<file path="src/rtl/cpu_types_pkg.sv">
// Shared CPU/memory types: RAM handshake states, data word, and the
// RAM arbiter's sequencing states.
package cpu_types_pkg;

  typedef enum logic [1:0] {
    FREE,
    BUSY,
    ACCESS,
    ERROR
  } ramstate_t;

  typedef logic [31:0] word_t;

  typedef enum logic [1:0] {
    IDLE,
    WORD0,
    WORD1,
    ABORT
  } ram_arb_state_t;

endpackage

</file>
<file path="src/rtl/rr_picker.sv">
// Combinational round-robin picker: first active index at or after rr_ptr_i,
// wrapping modulo NREQ.
module rr_picker #(
  parameter int unsigned NREQ = 4
) (
  input  logic [NREQ-1:0]         active_i,
  input  logic [$clog2(NREQ)-1:0] rr_ptr_i,
  output logic [$clog2(NREQ)-1:0] winner_o,
  output logic                    any_active_o
);

  localparam int unsigned IdW = $clog2(NREQ);

  always_comb begin
    winner_o     = '0;
    any_active_o = 1'b0;
    // Scan from the farthest offset down so the nearest active index wins.
    for (int i = NREQ - 1; i >= 0; i--) begin
      int idx;
      idx = (int'(rr_ptr_i) + i) % NREQ;
      if (active_i[idx]) begin
        winner_o     = IdW'(idx);
        any_active_o = 1'b1;
      end
    end
  end

endmodule

</file>
<file path="src/rtl/ram_arbiter.sv">
// Round-robin arbiter for the shared RAM port: single/two-word transfers,
// per-requester wait/err, and a per-word watchdog.
module ram_arbiter
  import cpu_types_pkg::*;
#(
  parameter int unsigned NREQ    = 4,
  parameter int unsigned TIMEOUT = 64
) (
  input  logic                    CLK,
  input  logic                    RST,
  input  logic [NREQ-1:0]         req_ren,
  input  logic [NREQ-1:0]         req_wen,
  input  logic [NREQ-1:0]         req_burst,
  input  logic [NREQ*32-1:0]      req_addr,
  input  logic [NREQ*32-1:0]      req_store,
  output logic [NREQ-1:0]         req_wait,
  output logic [NREQ-1:0]         req_err,
  output word_t                   req_load,
  output logic                    grant_valid,
  output logic [$clog2(NREQ)-1:0] grant_id,
  output logic                    ramREN,
  output logic                    ramWEN,
  output word_t                   ramaddr,
  output word_t                   ramstore,
  input  word_t                   ramload,
  input  ramstate_t               ramstate
);

  localparam int unsigned IdW = $clog2(NREQ);
  localparam int unsigned TW  = $clog2(TIMEOUT) + 1;

  ram_arb_state_t state_q, state_d;
  logic [IdW-1:0] owner_q, owner_d;
  logic [IdW-1:0] rr_ptr_q, rr_ptr_d;
  logic           burst_q, burst_d;
  logic [TW-1:0]  timer_q, timer_d;

  logic [IdW-1:0] winner;
  logic           any_active;
  logic [IdW-1:0] next_ptr;
  logic           own_ren, own_wen, dropped;
  word_t          own_addr, own_store;

  rr_picker #(
    .NREQ(NREQ)
  ) u_rr_picker (
    .active_i    (req_ren | req_wen),
    .rr_ptr_i    (rr_ptr_q),
    .winner_o    (winner),
    .any_active_o(any_active)
  );

  assign own_ren   = req_ren[owner_q];
  assign own_wen   = req_wen[owner_q];
  assign own_addr  = req_addr[int'(owner_q)*32 +: 32];
  assign own_store = req_store[int'(owner_q)*32 +: 32];
  assign dropped   = ~(own_ren | own_wen);
  assign next_ptr  = (owner_q == IdW'(NREQ - 1)) ? '0 : owner_q + 1'b1;

  assign req_load    = ramload;
  assign grant_valid = (state_q != IDLE);
  assign grant_id    = owner_q;

  always_comb begin
    state_d  = state_q;
    owner_d  = owner_q;
    rr_ptr_d = rr_ptr_q;
    burst_d  = burst_q;
    timer_d  = timer_q;
    ramREN   = 1'b0;
    ramWEN   = 1'b0;
    ramaddr  = '0;
    ramstore = '0;
    req_wait = '1;
    req_err  = '0;

    case (state_q)
      IDLE: begin
        if (any_active) begin
          owner_d = winner;
          burst_d = req_burst[winner];
          timer_d = '0;
          state_d = WORD0;
        end
      end
      WORD0, WORD1: begin
        if (dropped) begin
          // Owner withdrew: release the port without advancing the pointer.
          state_d = IDLE;
        end else begin
          ramWEN   = own_wen;
          ramREN   = own_ren & ~own_wen;
          ramstore = own_store;
          if (state_q == WORD1) begin
            ramaddr = {own_addr[31:3], 3'b100};
          end else begin
            ramaddr = burst_q ? {own_addr[31:3], 3'b000} : own_addr;
          end
          if (ramstate == ERROR) begin
            state_d = ABORT;
          end else if (ramstate == ACCESS) begin
            req_wait[owner_q] = 1'b0;
            if (state_q == WORD0 && burst_q) begin
              state_d = WORD1;
              timer_d = '0;
            end else begin
              state_d  = IDLE;
              rr_ptr_d = next_ptr;
            end
          end else if (timer_q == TW'(TIMEOUT - 1)) begin
            state_d = ABORT;
          end else begin
            timer_d = timer_q + 1'b1;
          end
        end
      end
      ABORT: begin
        req_err[owner_q] = 1'b1;
        state_d          = IDLE;
        rr_ptr_d         = next_ptr;
      end
      default: state_d = IDLE;
    endcase
  end

  always_ff @(posedge CLK or posedge RST) begin
    if (RST) begin
      state_q  <= IDLE;
      owner_q  <= '0;
      rr_ptr_q <= '0;
      burst_q  <= 1'b0;
      timer_q  <= '0;
    end else begin
      state_q  <= state_d;
      owner_q  <= owner_d;
      rr_ptr_q <= rr_ptr_d;
      burst_q  <= burst_d;
      timer_q  <= timer_d;
    end
  end

endmodule

</file>
<file path="config.mk">
export PLATFORM = sky130hd
export DESIGN_NAME = ram_arbiter
export DESIGN_NICKNAME = d
export VERILOG_FILES = /design/src/rtl/cpu_types_pkg.sv /design/src/rtl/rr_picker.sv /design/src/rtl/ram_arbiter.sv
export SDC_FILE = /design/constraint.sdc
export NUM_CORES = 1
export LEC_CHECK = 0
export CORE_AREA = 4 4 159 161
export DETAILED_ROUTE_END_ITERATION = 8
export DIE_AREA = 0 0 163 165
export PLACE_DENSITY = 0.58
export SLEW_MARGIN = 40
export SYNTH_ARGS = -nofsm -noshare
export SYNTH_HDL_FRONTEND = slang
export SYNTH_SLANG_ARGS = --single-unit
</file>
<file path="constraint.sdc">
create_clock -name CLK -period 2 [get_ports CLK]
set_input_delay 0.3 -clock CLK [delete_from_list [all_inputs] [get_ports CLK]]
set_output_delay 0.3 -clock CLK [all_outputs]
set_load 0.005 [all_outputs]
</file>
==> flow_summary.toml <==
[outcome]
status = "finished, violations left"
violations = "negative setup slack"

[clock_tree]
cts_root_buf = "clkbuf_16"
ctsHtreeMaxLevel = 1
insertion_delay_ns = 0.24
clk_pin_slew_ns = 0.05
cts_tree = "built"
cts_hold_buf = 0
clk_path_buf_depth = 2
cts_buffers = 3
cts_sinks = 14

[timing]
maxClockFrequency_ghz = 0.4146
tightestPinTransition_ns = 0.5699
setup_viol = 81
finalMaxSlewViolations = 0
layout_setup_ws_ns = -0.4122
timing.final.crit_share_pct = 120.6
worst_clock_skew_ns = 0.002223
slew_headroom_pct = 61.96
rsz0062_at_grt = "true"
finalHoldViolations = 0
hold_slack_ns = 0.4138
min_period_ns = 2.412

[run]
cap_violations = 0

[cells_and_area]
layout_common_cells = "clkdlybuf4s50_1 (267), mux4_2 (67), buf_4 (59)"
area_growth_pct = 139.1
finalNetCount = 1009
drive_gt1_share_pct = 40.78
fillers = 2476
layout_commonest_cell = "clkdlybuf4s50_1"

[placement]
place.gp.congestion = 0.7473
dpl_worst_slack_ns = -0.6882
dp_hpwl_microns = 15700
port_buffers = 348

[setup_path]
cp.required_ns = 1.70
r2r_cells = 8
path_max_fanout = 5
timing.rr.start = "grant_id[0]"
path_class = "reg2out"
end_kind = "output pin"
cp.arrival_ns = 2.11
startpoint_type = "flip-flop"
crit_start = "grant_id[0]"

[synthesis]
postSynthAreaPerCell_sq_um = 11.04
synth_cell_types = 38
syn_area_sq_mm = 0.003313
synthCells = 300
syn_nets = 614
yosysWarnings = 0
synth_sequential_area_ratio_pct = 10.57
ys_seq_elements = 14

[floorplanning]
die_y_microns = 165
initial_core_util_pct = 13.83
coreArea_sq_mm = 0.02396
die_x_microns = 163
dieArea_sq_mm = 0.02690
row_count = 57
io_pins = 413

[drt]
num_vias = 4080
firstDrtPassIters = 4
drt-total-wl_microns = 20080
drcViolationCount = 0
wire_per_inst_microns = 19.69
drt_iter0_drc = 167
antenna_left = 0
viasPerCell = 4.000

[global_route]
antenna_found_initial = 2
grtUsageTotal_pct = 12.25
grt_pass1_wl_microns = 25540
first_global_vias = 4153
grt_max_degree = 30
grt_overflow_total = 0

[power]
p_leak_nw = 3.219
pwr_density_cell_mw_per_mm2 = 1323
vdd_drop_max_mv = 0.6752

[hold_path]
min_path_type = "in2async"
==> final timing paths <==
check / end / slack [ns]
worst min register to register: timer_q[2] / 0.52
worst max register to register: state_q[0] / -0.33
worst min-delay path: burst_q / 0.41
min in group CLK: timer_q[2] / 0.52
worst max-delay path: ramaddr[11] / -0.41
max in group asynchronous: grant_id[0] / 1.16
==> worst max-delay path, stage by stage, from the launching register on <==
cell and delay, ns:
dfrtp_4 0.46, mux4_2 0.55, o21ai_4 0.19, buf_12 0.15, buf_12 0.12, buf_16 0.13, buf_8 0.11, nor2b_1 0.04
clkbuf_2 0.11
==> timing repair <==
item / 4_1_cts / 5_1_grt
endpoints found under the setup margin: 84 / 87
gates resized for setup: 156 / 153
setup buffers: 8 / 39
cloned: 3 / 8
pin swaps: 3 / 20
==> flip-flops by register name (all words and copies together), names as in the netlist <==
register and flops:
rr_ptr_q 2, burst_q 1, timer_q 7, grant_id 2, state_q 2
==> synthesized netlist by cell type (all sizes together) <==
library cell  count  area (sq um)
mux4             67          1509
nor2b            62         387.9
buf              50         334.1
dfrtp            14         350.3
nor2             11         41.29
ha               10         125.1
inv              10         37.54
nand2            10         37.54
and2              7         46.30
nand2b            7         43.79
clkbuf            6         22.52
mux2              6         67.56
a21oi             5         25.02
o21ai             5         25.02
and3              4         25.02
o211ai            3         22.52
o2bb2ai           3         26.28
mux2i             2         20.02
nand3             2         10.01
nor4              2         12.51
nor4b             2         17.52
o22ai             2         12.51
a21bo             1         10.01
a21boi            1         11.26
a2bb2oi           1         8.760
a311oi            1         26.28
a32o              1         10.01
and3b             1         8.760
nand4             1         6.260
nor3              1         16.27
nor3b             1         7.510
o221ai            1         8.760
==> report_power, final <==
group / switching [W] / internal [W] / total [W]
clock network: 0.000125 / 0.000304 / 0.000428
logic: 0.00375 / 0.00579 / 0.00954
registers: 0.000119 / 0.000393 / 0.000512
==> per-stage QoR <==
stage	power (W)	setup TNS (ns)	utilization (%)	instance area (sq um)	cells
after global routing	0.01121	-31.29	33.04	7916	1018
after global placement	0.008084	-44.40	30.42	7289	961
final	0.01048	-25.21	33.06	7921	1020
after detailed placement	0.008111	-46.52	30.42	7289	961
after floorplan	0.004310	-1.423	-	3342	300
after CTS	0.008918	-34.65	31.49	7545	976
==> logic make-up (layout without fill, tap and decap cells) <==
logic type	Yosys count	count (layout)	share of synthesized area, %
AO/OA/AOI/OAI	24	24	5.627
adder cells (fa/ha/maj)	10	10	3.776
buffers and inverters	66	460	11.90
flip-flops	14	14	10.57
multiplexers	75	75	48.19
other	0	2	0
AND/OR/NAND/NOR	111	111	19.94
==> layout make-up <==
class,count,area (sq um),area share [%]
multi-input combinational,220,2733,34.50
clock buffer,4,88.84,1.121
inverter,10,37.54,0.4739
tap,324,405.4,5.118
sequential,14,357.8,4.517
timing repair buffer,446,4294,54.21
antenna,2,5.005,0.06318
==> layer usage <==
layer	track usage, %	vias to the layer above	part of all wire, %
met5	0	-	0
li1	-	1900	-
met2	21.85	179	50
met4	1.029	0	0.67
met3	3.369	8	7.7
met1	15.42	1993	41
No activity file was read; power rests on OpenSTA's default activity.
